<file path="src/rtl/varint_pkg.sv">
// Shared types and widths for the varint decoder and its upstream write-slave FSM.
package varint_pkg;

    localparam int unsigned VARINT_DATA_W    = 32;
    localparam int unsigned VARINT_MAX_BYTES = 10;
    localparam int unsigned VARINT_VALUE_W   = 64;
    localparam int unsigned FSM_INDEX_W      = 10;
    localparam int unsigned VARINT_CNT_W     = 4;
    localparam int unsigned VARINT_PTR_W     = 2;

    typedef enum logic [1:0] {
        FETCH   = 2'd0,
        SCAN    = 2'd1,
        EMIT    = 2'd2,
        DISCARD = 2'd3
    } varint_state_e;

    typedef struct packed {
        logic [VARINT_VALUE_W-1:0] value;
        logic [FSM_INDEX_W-1:0]    index;
        logic                      error;
    } varint_result_t;

    // OR one 7-bit payload group into the accumulator at group position cnt; bits past 63 fall off.
    function automatic logic [VARINT_VALUE_W-1:0] varint_merge(
        input logic [VARINT_VALUE_W-1:0] acc,
        input logic [6:0]                payload,
        input logic [VARINT_CNT_W-1:0]   cnt
    );
        return acc | (VARINT_VALUE_W'(payload) << (7 * int'(cnt)));
    endfunction

endpackage

</file>
<file path="src/rtl/varint_decoder_if.sv">
// FIFO-pop side and result stream of the varint decoder, bundled as one interface.
interface varint_decoder_if;
    import varint_pkg::*;

    logic                      varint_in_fifo_empty;
    logic [VARINT_DATA_W-1:0]  varint_in_fifo_q;
    logic                      varint_in_fifo_pop;
    logic                      varint_in_index_empty;
    logic [FSM_INDEX_W-1:0]    varint_in_index_q;
    logic                      varint_in_index_pop;
    logic                      out_valid;
    logic                      out_ready;
    logic [VARINT_VALUE_W-1:0] out_value;
    logic [FSM_INDEX_W-1:0]    out_index;
    logic                      out_error;

    modport master (
        output varint_in_fifo_empty, varint_in_fifo_q,
        output varint_in_index_empty, varint_in_index_q,
        output out_ready,
        input  varint_in_fifo_pop, varint_in_index_pop,
        input  out_valid, out_value, out_index, out_error
    );

    modport slave (
        input  varint_in_fifo_empty, varint_in_fifo_q,
        input  varint_in_index_empty, varint_in_index_q,
        input  out_ready,
        output varint_in_fifo_pop, varint_in_index_pop,
        output out_valid, out_value, out_index, out_error
    );

endinterface

</file>
<file path="src/rtl/varint_decoder.sv">
// Pops 32-bit words with their index and decodes LEB128 varints one byte per cycle,
// emitting each 64-bit value tagged with the index of the word holding its first byte.
module varint_decoder
    import varint_pkg::*;
(
    input  logic            clk,
    input  logic            reset,
    input  logic            flush,
    varint_decoder_if.slave bus
);

    localparam int unsigned BYTE_W = 8;

    varint_state_e             state_q, state_d;
    logic [VARINT_DATA_W-1:0]  word_q, word_d;
    logic [FSM_INDEX_W-1:0]    idx_q, idx_d;
    logic [VARINT_PTR_W-1:0]   ptr_q, ptr_d;
    logic [VARINT_CNT_W-1:0]   cnt_q, cnt_d;
    logic [VARINT_VALUE_W-1:0] acc_q, acc_d;
    logic [FSM_INDEX_W-1:0]    start_idx_q, start_idx_d;
    logic                      err_q, err_d;
    logic                      out_valid_q, out_valid_d;
    logic [VARINT_VALUE_W-1:0] out_value_q, out_value_d;
    logic [FSM_INDEX_W-1:0]    out_index_q, out_index_d;
    logic                      out_error_q, out_error_d;

    logic [BYTE_W-1:0]         cur_byte;
    logic                      last_byte;
    logic                      fifo_ready;
    logic                      byte_full;
    logic                      scan_done;
    logic                      pop;
    logic [FSM_INDEX_W-1:0]    scan_start;

    assign cur_byte   = word_q[{ptr_q, 3'b000} +: BYTE_W];
    assign last_byte  = (ptr_q == VARINT_PTR_W'(3));
    assign fifo_ready = !bus.varint_in_fifo_empty && !bus.varint_in_index_empty;
    // Tenth byte still carrying a continuation bit: the varint is overlong.
    assign byte_full  = (cnt_q == VARINT_CNT_W'(VARINT_MAX_BYTES - 1)) && cur_byte[7];
    assign scan_done  = !cur_byte[7] || byte_full;
    assign scan_start = (cnt_q == '0) ? idx_q : start_idx_q;

    always_ff @(posedge clk) begin
        if (reset) begin
            state_q <= FETCH;
        end else begin
            state_q <= state_d;
        end
    end

    always_ff @(posedge clk) begin
        if (reset) begin
            word_q      <= '0;
            idx_q       <= '0;
            ptr_q       <= '0;
            cnt_q       <= '0;
            acc_q       <= '0;
            start_idx_q <= '0;
            err_q       <= 1'b0;
            out_valid_q <= 1'b0;
            out_value_q <= '0;
            out_index_q <= '0;
            out_error_q <= 1'b0;
        end else begin
            word_q      <= word_d;
            idx_q       <= idx_d;
            ptr_q       <= ptr_d;
            cnt_q       <= cnt_d;
            acc_q       <= acc_d;
            start_idx_q <= start_idx_d;
            err_q       <= err_d;
            out_valid_q <= out_valid_d;
            out_value_q <= out_value_d;
            out_index_q <= out_index_d;
            out_error_q <= out_error_d;
        end
    end

    always_comb begin
        state_d = state_q;
        if (flush) begin
            state_d = FETCH;
        end else begin
            case (state_q)
                FETCH: begin
                    // A pending error means the new word continues an overlong varint.
                    if (fifo_ready) state_d = err_q ? DISCARD : SCAN;
                end
                SCAN: begin
                    if (scan_done)      state_d = EMIT;
                    else if (last_byte) state_d = FETCH;
                end
                EMIT: begin
                    if (out_valid_q && bus.out_ready) begin
                        if (err_q)          state_d = DISCARD;
                        else if (last_byte) state_d = FETCH;
                        else                state_d = SCAN;
                    end
                end
                DISCARD: begin
                    if (last_byte)          state_d = FETCH;
                    else if (!cur_byte[7])  state_d = SCAN;
                end
            endcase
        end
    end

    always_comb begin
        word_d      = word_q;
        idx_d       = idx_q;
        ptr_d       = ptr_q;
        cnt_d       = cnt_q;
        acc_d       = acc_q;
        start_idx_d = start_idx_q;
        err_d       = err_q;
        out_valid_d = out_valid_q;
        out_value_d = out_value_q;
        out_index_d = out_index_q;
        out_error_d = out_error_q;
        pop         = 1'b0;

        if (flush) begin
            acc_d       = '0;
            cnt_d       = '0;
            err_d       = 1'b0;
            out_valid_d = 1'b0;
        end else begin
            case (state_q)
                FETCH: begin
                    if (fifo_ready && !reset) begin
                        pop    = 1'b1;
                        word_d = bus.varint_in_fifo_q;
                        idx_d  = bus.varint_in_index_q;
                        ptr_d  = '0;
                    end
                end
                SCAN: begin
                    start_idx_d = scan_start;
                    if (cnt_q < VARINT_CNT_W'(VARINT_MAX_BYTES)) begin
                        acc_d = varint_merge(acc_q, cur_byte[6:0], cnt_q);
                        cnt_d = cnt_q + VARINT_CNT_W'(1);
                    end
                    if (scan_done) begin
                        out_valid_d = 1'b1;
                        out_value_d = acc_d;
                        out_index_d = scan_start;
                        out_error_d = byte_full;
                        err_d       = byte_full;
                    end else if (!last_byte) begin
                        ptr_d = ptr_q + VARINT_PTR_W'(1);
                    end
                end
                EMIT: begin
                    if (out_valid_q && bus.out_ready) begin
                        out_valid_d = 1'b0;
                        acc_d       = '0;
                        cnt_d       = '0;
                        if (!err_q && !last_byte) ptr_d = ptr_q + VARINT_PTR_W'(1);
                    end
                end
                DISCARD: begin
                    // The terminating byte is swallowed; decoding resumes on the byte after it.
                    if (!cur_byte[7]) err_d = 1'b0;
                    if (!last_byte)   ptr_d = ptr_q + VARINT_PTR_W'(1);
                end
            endcase
        end
    end

    assign bus.varint_in_fifo_pop  = pop;
    assign bus.varint_in_index_pop = pop;
    assign bus.out_valid           = out_valid_q;
    assign bus.out_value           = out_value_q;
    assign bus.out_index           = out_index_q;
    assign bus.out_error           = out_error_q;

endmodule

</file>
<file path="src/flat_wrapper.sv">
// flat-port wrapper written by rule: the top's interface ports become plain ports
module varint_decoder_flat import varint_pkg::*;
  (clk, reset, flush, bus_varint_in_fifo_empty, bus_varint_in_fifo_q, bus_varint_in_index_empty, bus_varint_in_index_q, bus_out_ready, bus_varint_in_fifo_pop, bus_varint_in_index_pop, bus_out_valid, bus_out_value, bus_out_index, bus_out_error);
  varint_decoder_if bus_i ();
  input  logic clk;
  input  logic reset;
  input  logic flush;
  input wire logic [$bits(bus_i.varint_in_fifo_empty)-1:0] bus_varint_in_fifo_empty;
  input wire logic [$bits(bus_i.varint_in_fifo_q)-1:0] bus_varint_in_fifo_q;
  input wire logic [$bits(bus_i.varint_in_index_empty)-1:0] bus_varint_in_index_empty;
  input wire logic [$bits(bus_i.varint_in_index_q)-1:0] bus_varint_in_index_q;
  input wire logic [$bits(bus_i.out_ready)-1:0] bus_out_ready;
  output wire logic [$bits(bus_i.varint_in_fifo_pop)-1:0] bus_varint_in_fifo_pop;
  output wire logic [$bits(bus_i.varint_in_index_pop)-1:0] bus_varint_in_index_pop;
  output wire logic [$bits(bus_i.out_valid)-1:0] bus_out_valid;
  output wire logic [$bits(bus_i.out_value)-1:0] bus_out_value;
  output wire logic [$bits(bus_i.out_index)-1:0] bus_out_index;
  output wire logic [$bits(bus_i.out_error)-1:0] bus_out_error;
  assign bus_i.varint_in_fifo_empty = bus_varint_in_fifo_empty;
  assign bus_i.varint_in_fifo_q = bus_varint_in_fifo_q;
  assign bus_i.varint_in_index_empty = bus_varint_in_index_empty;
  assign bus_i.varint_in_index_q = bus_varint_in_index_q;
  assign bus_i.out_ready = bus_out_ready;
  assign bus_varint_in_fifo_pop = bus_i.varint_in_fifo_pop;
  assign bus_varint_in_index_pop = bus_i.varint_in_index_pop;
  assign bus_out_valid = bus_i.out_valid;
  assign bus_out_value = bus_i.out_value;
  assign bus_out_index = bus_i.out_index;
  assign bus_out_error = bus_i.out_error;
  varint_decoder u_core (.clk(clk), .reset(reset), .flush(flush), .bus(bus_i));
endmodule
</file>
<file path="config.mk">
export PLATFORM = sky130hd
export DESIGN_NAME = varint_decoder_flat
export DESIGN_NICKNAME = d
export VERILOG_FILES = /design/src/rtl/varint_pkg.sv /design/src/rtl/varint_decoder_if.sv /design/src/rtl/varint_decoder.sv /design/src/flat_wrapper.sv
export SDC_FILE = /design/constraint.sdc
export NUM_CORES = 1
export LEC_CHECK = 0
export ABC_AREA = 1
export BUFFER_PORTS_ARGS = -buffer_cell sky130_fd_sc_hd__buf_2
export CAP_MARGIN = 25
export CORE_MARGIN = 1.5
export CORE_UTILIZATION = 57
export DETAILED_ROUTE_END_ITERATION = 10
export HOLD_SLACK_MARGIN = 0.02
export PLACE_DENSITY = 0.8
export SLEW_MARGIN = 20
export SYNTH_ARGS = -nofsm -noshare
export SYNTH_HDL_FRONTEND = slang
export SYNTH_SLANG_ARGS = --single-unit
</file>
<file path="constraint.sdc">
create_clock -name clk -period 3.1 [get_ports clk]
set_clock_uncertainty 0.15 [all_clocks]
set_input_delay 0.465 -clock clk [delete_from_list [all_inputs] [get_ports clk]]
set_output_delay 0.465 -clock clk [all_outputs]
set_load 0.05 [all_outputs]
</file>
# Word level (Yosys, flattened, before mapping)
# Cells that the tools add are included.
dict set report word_totals {
  wordCells 93
  output_inout_bits 78
  inputBits 48
  reg_bits 201
}
dict set report classes {
  eq_ne 15
  muxes 32
  n_bitwise 2
  shifts 2
  order_cmp 1
  mul 1
  n_reduce_logical 26
  addsub 2
}
# op count
set op_table {}
lappend op_table {{$mux 64} 2}
lappend op_table {{$pmux 64 s2} 1}
lappend op_table {{$or 64x64->64} 1}
lappend op_table {{$shl 7x32->64} 1}
lappend op_table {{$shiftx 32x6->8} 1}
lappend op_table {{$mux 2} 13}
lappend op_table {{$pmux 2 s4} 2}
lappend op_table {{$reduce_and 3->1} 5}
lappend op_table {{$ne 2x1->1 const B} 6}
lappend op_table {{$mux 10} 1}
lappend op_table {{$mux 1} 8}
lappend op_table {{$mux 4} 2}
lappend op_table {{$pmux 4 s2} 1}
lappend op_table {{$mul 3x4->7 const A} 1}
lappend op_table {{$eq 2x2->1 const B} 3}
lappend op_table {{$logic_not 1->1} 6}
lappend op_table {{$logic_and 1x1->1} 5}
lappend op_table {{$reduce_and 5->1} 1}
lappend op_table {{$add 4x1->4 const B} 1}
lappend op_table {{$eq 4x4->1 const B} 1}
lappend op_table {{$logic_not 4->1} 1}
lappend op_table {{$lt 4x4->1 const B} 1}
lappend op_table {{$ne 2x2->1 const B} 2}
lappend op_table {{$pmux 1 s2} 2}
lappend op_table {{11 further kinds} 13}

# Logic depth before layout (Yosys ltp)
# Gate-level depths: netlist of the first run.
dict set report depth {
  depth_word 6
  ltp_mapped 14
  ltp_nobuf 11
}

# Worst setup path before layout of the first run
# Ideal clock, no wire load.
dict set report synth_timing {
  path_type {input to output}
  startpoint {input port reset}
  endpoint {output port bus_varint_in_index_pop}
  n_path_buf 3
  arrival_time_ns 1.679
  required_time_ns 2.485
  path_stages 6
  setup_slack_ns 0.806
  cell_sequence {buf_2 > nor2_4 > nand3_1 > inv_2 > buf_2 > buf_4}
}
dict set report synth_via {
  elab_chain_len 5
}
# item line_no
set synth_lines {}
lappend synth_lines {{from (decl)} flat_wrapper.sv:6} ;# input logic reset;
lappend synth_lines {{$logic_not 1->1} varint_decoder.sv:130} ;# if (fifo_ready && !reset) begin
lappend synth_lines {{$logic_and 1x1->1} varint_decoder.sv:130}
lappend synth_lines {{$mux 1} varint_decoder.sv:130}
lappend synth_lines {{$mux 1} varint_decoder.sv:128} ;# case (state_q)
lappend synth_lines {{$mux 1} varint_decoder.sv:122} ;# if (flush) begin
lappend synth_lines {{to (decl)} flat_wrapper.sv:14} ;# output wire logic [$bits(bus_i.varint_in_index_pop)-1:0] bus_varint_in_index_pop;
# Every way passes these cells.

# Worst setup path in the final report of the first run
dict set report layout_timing {
  startpoint {register u_core.state_q[1]}
  endpoint {register u_core.out_value_q[33], in the netlist u_core.bus.out_value[33]}
}
dict set report layout_via {
  elab_chain_len 2
}
# item line_no
set layout_lines {}
lappend layout_lines {{from (decl)} varint_decoder.sv:14} ;# varint_state_e state_q, state_d;
lappend layout_lines {{from (signal assigned)} varint_decoder.sv:47} ;# state_q <= state_d;
lappend layout_lines {{$eq 2x1->1} varint_decoder.sv:128}
lappend layout_lines {{$reduce_and 3->1 (no source line)} -}
lappend layout_lines {{to (signal assigned)} varint_decoder.sv:73} ;# out_value_q <= out_value_d;
lappend layout_lines {{to (decl)} varint_decoder.sv:23} ;# logic [VARINT_VALUE_W-1:0] out_value_q, out_value_d;
# Every way passes these cells.
# A chain may end at the register's enable or synchronous reset.

==> flow_summary_export.csv, run 1 <==
group,metric,value,unit
sta,fin_crit_sh,76.5,%
clocking,path_clk_slew,0.06,ns
job,maxCapViolCount,0,
synthesis,synth_flop_cell,"dfxtp_1",
global_routing,grtUsageTotal,25.4,%
worst_setup_path,crit_slowest_cell,"ha_1",
worst_setup_path,crit_path_frequent_cell,"inv_1",
power_and_ir_drop,leakage,4.22,nW
cells_and_area,area_growth,14.6,%
synthesis,ys_seq_elements,201,
hold_path,holdCritPathClass,"in -> reg",
synthesis,synth_fp_nets,1318,
placement,placed_area,0.00935,mm2
clocking,cts_hold_buf,0,
routing,ant_nets,0,
die,row_count,45,
worst_setup_path,required,3.36,ns
die,chipHeight,127,um
worst_setup_path,crit_chain,"inv_1 > ha_1 > inv_1 > nor2_1 > buf_4 > inv_1 > nor2_8 > buf_4 > nand3_1 > nand2_1 > inv_1",
power_and_ir_drop,ir_drop,397,uV
synthesis,syn_inst,1261,
placement,dpl.cell_count,1515,
worst_setup_path,critPathKind,"reg -> reg",
synthesis,async_flop_share,0,%
sta,rsz0062_at_grt,"no",
placement,portBuffers,125,
synthesis,synth_edf_count,0,
cells_and_area,layout-drive-gt1-share,13.6,%
clocking,cts.sinks,201,
die,die_x,127,um
synthesis,synthesis.area,0.00875,mm2
sta,max_slew_margin,48.7,%
status,status,"finished, final reports clean",
die,ios,126,
die,core_area,0.0151,mm2
clocking,cts_tree,"yes",
global_routing,grt_max_degree,70,
clocking,numCtsBuffers,21,
power_and_ir_drop,powerDensity,576,mW/mm2
cells_and_area,antenna_cells,0,
clocking,cts-htree-levels,1,
clocking,cts_root_buffer,"clkbuf_16",
sta,setup_tns,0,ns
sta,tightestPinTransition,0.768,ns
sta,finalSetupViolCount,0,
clocking,postCtsResizedCells,0,
routing,via_per_inst,5.20,
cells_and_area,final_cell_area,0.0100,mm2
synthesis,ys_warn_count,0,
clocking,clockBufferDepth,3,
global_routing,grt_pass1_vias,7359,
cells_and_area,final_core_util,66.5,%
placement,gp_congestion,0.845,
routing,vias,8080,
synthesis,netlist_top_cells_count,"266 x nor2_1, 209 x nand2_1, 201 x dfxtp_1, 134 x a21oi_1, 116 x inv_1",
routing,wl_per_cell,13.2,um
sta,max_freq,422,MHz
worst_setup_path,max_stage_delay,0.34,ns
routing,drc_errors,0,
global_routing,grt_overflow,0,
worst_setup_path,path_delay_family,"buffers and inverters",
synthesis,synth_most_common_cell,"nor2_1",
placement,dp_hpwl,13.2,mm
worst_setup_path,critPathBufInv,6,
synthesis,synthTopCellsByArea,"dfxtp_1 46%, nor2_1 11%, nand2_1 9.0%",
synthesis,synth_cell_types,28,
worst_setup_path,critical_path.max_fanout,32,
synthesis,synth_top_area_share,46.0,%
die,start_util,58.0,%
synthesis,synth.largest_area_cell,"dfxtp_1",
routing,totalWireLength,20.5,mm
routing,drt_first_iter_violations,740,
worst_setup_path,cp_data_arrival_time,2.63,ns
clocking,clock_latency,0.51,ns
worst_setup_path,cp-end-kind,"flip-flop",
synthesis,synth-seq-area-share,46.0,%
sta,drv_slew,0,
worst_setup_path,start_kind,"flip-flop",
synthesis,syn_avg_cell_area,6.94,um2
sta,hold_viol,0,
cells_and_area,nets,1407,
global_routing,antenna_found_initial,0,
global_routing,grt_pass1_wl,34.2,mm
sta,period_needed,2.37,ns
die,die-area,0.0161,mm2
clocking,post-cts-setup-buffers,0,
routing,first_pass_iters,5,
cells_and_area,layout.cells.non_filler,1553,
## final cells by class
cell class | instances | area [um2]
Tap cell | 188 | 235
Clock inverter | 7 | 88.8
Clock buffer | 31 | 593
Inverter | 122 | 463
Sequential cell | 201 | 4020
Fill cell | 1390 | 5060
Multi-Input combinational cell | 863 | 3870
Timing Repair Buffer | 141 | 758
## layer usage
layer | part of all wire (%) | GRT usage (%)
met5 | 0 | 0
met4 | 2.1 | 8.16
met3 | 5.5 | 3.25
met2 | 48 | 42.7
met1 | 45 | 34.0
## path summary, 6_finish.rpt
check / start / end / slack [ns] / cells after the start
hold reg to reg: u_core.idx_q[9]$_SDFFE_PP0P_ / u_core.idx_q[9]$_SDFFE_PP0P_ / 0.31 / 2
setup reg to reg: u_core.state_q[1]$_SDFFE_PP0P_ / u_core.bus.out_value[33]$_SDFFE_PP0P_ / 0.73 / 11
setup / recovery: u_core.state_q[1]$_SDFFE_PP0P_ / u_core.bus.out_value[33]$_SDFFE_PP0P_ / 0.73 / 11
hold / removal: bus_varint_in_fifo_q[2] / u_core.word_q[2]$_SDFFE_PP0P_ / 0.07 / 3
## registers in the layout (all words and copies together), names as in the netlist
signal and flops:
u_core.ptr_q 2, u_core.bus.out_error 1, u_core.idx_q 10, u_core.bus.out_value 64
u_core.bus.out_index 10, u_core.state_q 2, u_core.start_idx_q 10, u_core.bus.out_valid 1
u_core.err_q 1, u_core.acc_q 64, u_core.word_q 32, u_core.cnt_q 4
## through the flow
step                setup slack, ns  hold WS, ns  power, mW
floorplan                     0.806        0.274       3.20
global placement              0.791        0.295       3.34
detailed placement            0.735        0.299       3.35
CTS                           0.706       0.0630       5.81
global route                  0.396       0.0758       5.98
finish                        0.728       0.0709       5.78
## layout by cell type (no fill, tap or decap), drive strengths merged, types with 2 or more instances in the layout
cell type / n
clkinv: 6
nor2: 271
ha: 9
clkbuf: 31
bufinv: 2
nand2: 211
nand3: 82
a21oi: 135
o21ai: 121
nor3: 2
and2: 29
buf: 141
inv: 121
dfxtp: 201
## cells by family after synthesis
kind of cell / count (synthesis) / synth area share [%]
simple gates: 596 / 28.1
compound gates: 258 / 14.9
fa+ha+maj: 9 / 1.29
buf+inv: 197 / 9.81
flops: 201 / 46.0
## where the power goes
| part | switching [mW] | internal (mW) | total, mW |
|---|---|---|---|
| combinational | 0.451 | 0.159 | 0.610 |
| sequential | 0.0416 | 2.64 | 2.68 |
| clock | 0.992 | 1.49 | 2.49 |
| total | 1.48 | 4.30 | 5.78 |
## worst reg2reg max path, stage by stage (launching register included)
cell,delay (ns)
dfxtp_1,0.33
inv_1,0.12
ha_1,0.34
inv_1,0.07
nor2_1,0.09
buf_4,0.16
inv_1,0.22
nor2_8,0.21
buf_4,0.33
nand3_1,0.14
nand2_1,0.08
inv_1,0.03
Power figures use the tool's default switching activity.
==> run 2, diff against run 1 <==
Settings changed: CORE_UTILIZATION 57 to 52, PLACE_DENSITY 0.8 to 0.76.
Clock period 3.1 ns to 2 ns, I/O delays scaled along.
==> flow_summary_export.csv, run 2 (synthesis results as in run 1) <==
group,metric,value,unit
status,status,"finished, final reports clean",
global_routing,grt_overflow,0,
cells_and_area,nets,1488,
worst_setup_path,critPathBufInv,4,
cells_and_area,layout_commonest_cell,"nor2_1",
cells_and_area,mostFrequentLayoutCells,"253 x nor2_1, 209 x nand2_1, 200 x dfxtp_1",
worst_setup_path,crit_slowest_cell,"dfxtp_1",
power_and_ir_drop,leakage,4.66,nW
worst_setup_path,critical_path.max_fanout,17,
power_and_ir_drop,powerDensity,824,mW/mm2
die,die_x,133,um
placement,dpl.cell_count,1566,
clocking,cts.sinks,201,
sta,drv_slew,0,
worst_setup_path,cp-end-kind,"flip-flop",
worst_setup_path,critPathKind,"reg -> reg",
clocking,clockBufferDepth,3,
sta,hold_viol,0,
sta,whs,0.192,ns
worst_setup_path,r2r_slack,0.07,ns
clocking,cts-htree-levels,1,
die,chipHeight,133,um
global_routing,grt_max_degree,87,
routing,ant_nets,0,
routing,first_pass_iters,5,
sta,tightestPinTransition,0.496,ns
die,core_area,0.0165,mm2
cells_and_area,multi_input_area,0.00396,mm2
clocking,cts_root_buffer,"clkbuf_16",
clocking,cts_tree,"yes",
clocking,numCtsBuffers,21,
clocking,clock_latency,0.50,ns
die,start_util,53.0,%
worst_setup_path,crit_chain,"inv_1 > ha_1 > nand3_2 > inv_2 > nor2_4 > nor2_8 > buf_12 > clkbuf_16 > o21ai_0 > nor2_1",
cells_and_area,seq_area,0.00403,mm2
cells_and_area,antenna_cells,0,
sta,period_needed,1.93,ns
sta,fin_crit_sh,96.7,%
worst_setup_path,cp_data_arrival_time,2.17,ns
sta,max_freq,517,MHz
global_routing,grt_pass1_wl,37.5,mm
routing,via_per_inst,5.17,
routing,drc_errors,0,
sta,finalSetupViolCount,0,
cells_and_area,layout.cells.non_filler,1664,
global_routing,antenna_found_initial,0,
sta,max_slew_margin,66.9,%
placement,gp_congestion,0.866,
routing,vias,8598,
hold_path,holdCritPathClass,"in -> reg",
placement,portBuffers,125,
routing,totalWireLength,23.5,mm
routing,wl_per_cell,14.1,um
global_routing,grtUsageTotal,25.8,%
worst_setup_path,required,2.23,ns
routing,drt_first_iter_violations,714,
cells_and_area,layout-drive-gt1-share,17.1,%
die,row_count,47,
worst_setup_path,path_delay_family,"simple AND/OR/NAND/NOR gates",
die,ios,126,
worst_setup_path,start_kind,"flip-flop",
worst_setup_path,max_stage_delay,0.33,ns
cells_and_area,area_growth,26.2,%
job,maxCapViolCount,0,
global_routing,grt_pass1_vias,7823,
die,die-area,0.0176,mm2
placement,dp_hpwl,14.4,mm
power_and_ir_drop,ir_drop,647,uV
clocking,path_clk_slew,0.06,ns
cells_and_area,fillers,1388,
==> run 2: path summary, 6_finish.rpt <==
kind              cells past startpoint                                     to                            startpoint
setup / recovery                     10  u_core.bus.out_value[37]$_SDFFE_PP0P_          u_core.cnt_q[1]$_SDFFE_PP0P_
hold / removal                        5      u_core.bus.out_valid$_SDFFE_PP0P_                                 flush
setup reg to reg                     10  u_core.bus.out_value[37]$_SDFFE_PP0P_          u_core.cnt_q[1]$_SDFFE_PP0P_
hold reg to reg                       2   u_core.bus.out_index[3]$_SDFFE_PP0P_  u_core.bus.out_index[3]$_SDFFE_PP0P_
==> run 2: final cells by class <==
cell class,instances,share of cell area [%]
Sequential cell,201,36.5
Clock inverter,8,0.623
Inverter,122,4.30
Timing Repair inverter,1,0.0793
Timing Repair Buffer,220,14.8
Multi-Input combinational cell,864,35.8
Tap cell,220,2.49
Clock buffer,28,5.36
==> run 2: repair_timing <==
action	CTS	global route
hold buffers	42	0
resized for setup	15	29
buffers inserted	3	13
pin swaps	0	6
setup endpoints to repair	23	84
hold endpoints to repair	42	0
gates cloned	0	5
==> run 2: worst register-to-register path, delay by kind of cell (launching register included) <==
| kind | cells | cell delay, ns |
|---|---|---|
| and+or+nand+nor | 4 | 0.50 |
| AOI/OAI and AO/OA | 1 | 0.19 |
| buffers and inverters | 4 | 0.45 |
| adders and majority gates | 1 | 0.20 |
| DFF | 1 | 0.33 |
==> run 2: routing by layer <==
metal  global-route usage [%]  wire (um)  up-vias
met5                        0          0        -
met4                     11.0        819        0
met3                     3.26       1280       62
met2                     42.4      11200      288
met1                     34.4      10200     3912
li1                         -          -     4336
==> run 2: metrics by stage <==
stage	utilization, %	setup slack [ns]	cell area [um2]	power, mW	TNS [ns]
finish	66.8	0.0652	11000	9.10	0
global route	66.8	-0.0523	11000	9.42	-0.0523
CTS	65.1	0.0105	10800	9.06	0
detailed placement	58.2	-0.0520	9610	5.26	-0.106
global placement	58.2	0.0190	9610	5.25	0
floorplan	-	0.00761	8770	4.95	0
==> run 2: power by group <==
part / leakage, nW / switching, mW / internal, mW
combinational: 2.70 / 0.777 / 0.402
sequential: 1.62 / 0.0560 / 4.10
clock: 0.333 / 1.57 / 2.20
total: 4.66 / 2.40 / 6.70
==> run 3, diff against run 2 <==
Settings changed: SETUP_SLACK_MARGIN from default to 0.5.
==> flow_summary_export.csv, run 3 (synthesis results as in run 1) <==
group,metric,value,unit
clocking,cts.sinks,201,
power_and_ir_drop,ir_drop,632,uV
sta,whs,0.253,ns
clocking,clockBufferDepth,3,
global_routing,grt_pass1_vias,9011,
worst_setup_path,start_kind,"flip-flop",
global_routing,grt_pass1_wl,44.8,mm
cells_and_area,final_cell_area,0.0135,mm2
sta,hold_viol,0,
die,row_count,47,
worst_setup_path,crit_chain,"buf_6 > nor2_1 > nand2_1 > inv_1 > nand2_1 > nand2_1 > nor2_2 > nor2_1",
sta,tightestPinTransition,0.575,ns
sta,drv_slew,0,
sta,setup_tns,-1.04,ns
power_and_ir_drop,p_switching,2.89,mW
status,violations,"negative setup slack",
status,status,"finished with violations",
global_routing,grt_max_degree,87,
power_and_ir_drop,p_int,7.10,mW
worst_setup_path,cp_num_cells,8,
clocking,clock_latency,0.52,ns
cells_and_area,mostFrequentLayoutCells,"201 x nor2_1, 187 x dfxtp_1, 178 x nand2_1",
routing,ant_nets,0,
global_routing,grtUsageTotal,31.1,%
power_and_ir_drop,p_clk_share,38.4,%
die,core_area,0.0165,mm2
cells_and_area,fillers,838,
worst_setup_path,critPathBufInv,2,
power_and_ir_drop,p_seq_share,41.7,%
global_routing,antenna_found_initial,0,
sta,max_slew_margin,61.7,%
power_and_ir_drop,power_frac_comb,19.8,%
clocking,cts-htree-levels,1,
hold_path,holdCritPathClass,"in -> reg",
power_and_ir_drop,swShare,28.9,%
die,die-area,0.0176,mm2
placement,dp_hpwl,13.8,mm
worst_setup_path,critical_path.max_fanout,19,
die,ios,126,
job,maxCapViolCount,0,
die,chipHeight,133,um
routing,totalWireLength,35.4,mm
worst_setup_path,cp_data_arrival_time,2.45,ns
worst_setup_path,cp-end-kind,"flip-flop",
cells_and_area,area_growth,53.7,%
sta,finalSetupViolCount,17,
sta,period_needed,2.16,ns
routing,drt_first_iter_violations,1483,
cells_and_area,layout-drive-gt1-share,35.5,%
die,start_util,53.0,%
worst_setup_path,max_stage_delay,0.45,ns
placement,placed_area,0.00976,mm2
routing,vias,10410,
routing,drc_errors,0,
routing,first_pass_iters,6,
worst_setup_path,rr_worst_depth,8,
clocking,numCtsBuffers,21,
sta,layout_setup_ws,-0.161,ns
clocking,cts_tree,"yes",
sta,max_freq,463,MHz
clocking,cts_root_buffer,"clkbuf_16",
worst_setup_path,required,2.29,ns
sta,rsz0062_at_grt,"yes",
worst_setup_path,critPathKind,"reg -> reg",
worst_setup_path,crit_slowest_cell,"inv_1",
worst_setup_path,path_delay_family,"simple AND/OR/NAND/NOR gates",
worst_setup_path,crit_path_frequent_cell,"nand2_1",
global_routing,grt_overflow,0,
cells_and_area,nets,1556,
power_and_ir_drop,leakage,5.45,nW
clocking,path_clk_slew,0.06,ns
cells_and_area,antenna_cells,0,
power_and_ir_drop,powerDensity,743,mW/mm2
hold_path,worstHoldPathCells,3,
placement,gp_congestion,0.874,
sta,fin_crit_sh,108,%
routing,wl_per_cell,20.5,um
cells_and_area,layout_commonest_cell,"nor2_1",
routing,via_per_inst,6.01,
die,die_x,133,um
placement,portBuffers,125,
## run 3: changes by cell type in the layout (fill, tap and decap cells not counted), moves of 28 or more
cell	delta
o21ai_0	-92
nor2_2	+28
nand2_1	-31
o21ai_2	+41
nor2_1	-52
o21ai_1	+37
## run 3: area by class of cell
cell class,count,area [um2],share of cell area (%)
well taps,220,275,2.05
repair inverters,3,28.8,0.214
clock buffers,29,586,4.35
inverters,122,531,3.94
flip-flops and latches,201,4060,30.2
clock inverters,6,61.3,0.456
multi-input cells,864,5080,37.7
repair buffers,286,2830,21.0
## run 3: worst reg2reg max path: cells and delay by family, from the launching register on
family	cells	cell delay [ns]
flops	1	0.37
buf+inv	2	0.64
simple gates	6	0.94
## run 3: metrics by stage
step / instances / worst slack, ns / util, % / total power [mW]
finish: 1731 / -0.161 / 81.4 / 9.99
CTS: 1703 / 0.148 / 74.9 / 9.54
global route: 1731 / -0.198 / 81.4 / 10.2
detailed placement: 1557 / 0.0441 / 59.1 / 5.31
floorplan: 1261 / 0.152 / - / 5.05
global placement: 1557 / 0.113 / 59.1 / 5.30
## run 3: worst paths after layout
path	slack, ns	end	startpoint
max	-0.16	u_core.bus.out_value[60]$_SDFFE_PP0P_	u_core.cnt_q[1]$_SDFFE_PP0P_
min	0.25	u_core.start_idx_q[8]$_SDFFE_PP0P_	reset
max reg2reg	-0.16	u_core.bus.out_value[60]$_SDFFE_PP0P_	u_core.cnt_q[1]$_SDFFE_PP0P_
min reg2reg	0.31	u_core.bus.out_index[4]$_SDFFE_PP0P_	u_core.bus.out_index[4]$_SDFFE_PP0P_
## run 3: power by group through the flow
stage               clock [mW]  sequential (mW)  combinational, mW
finish                    3.84             4.17               1.98
global route              3.98             4.17               2.05
CTS                       3.78             4.16               1.61
detailed placement           0             4.24               1.07
global placement             0             4.24               1.06
floorplan                    0             4.44              0.607
## run 3: metal layers
metal,vias to the layer above,GRT usage (%),wire length [um]
met4,0,15.0,2900
met2,851,52.9,16200
met1,4779,38.5,12800
met3,301,5.40,3550
li1,4479,-,-
met5,-,0,0
## run 3: repair_timing
item,CTS,global route
gates cloned,21,3
setup buffers,48,25
gates resized for setup,178,233
endpoints found under the setup margin,277,279
endpoints found under the hold margin,42,0
hold buffers,42,0
pin swaps,56,107
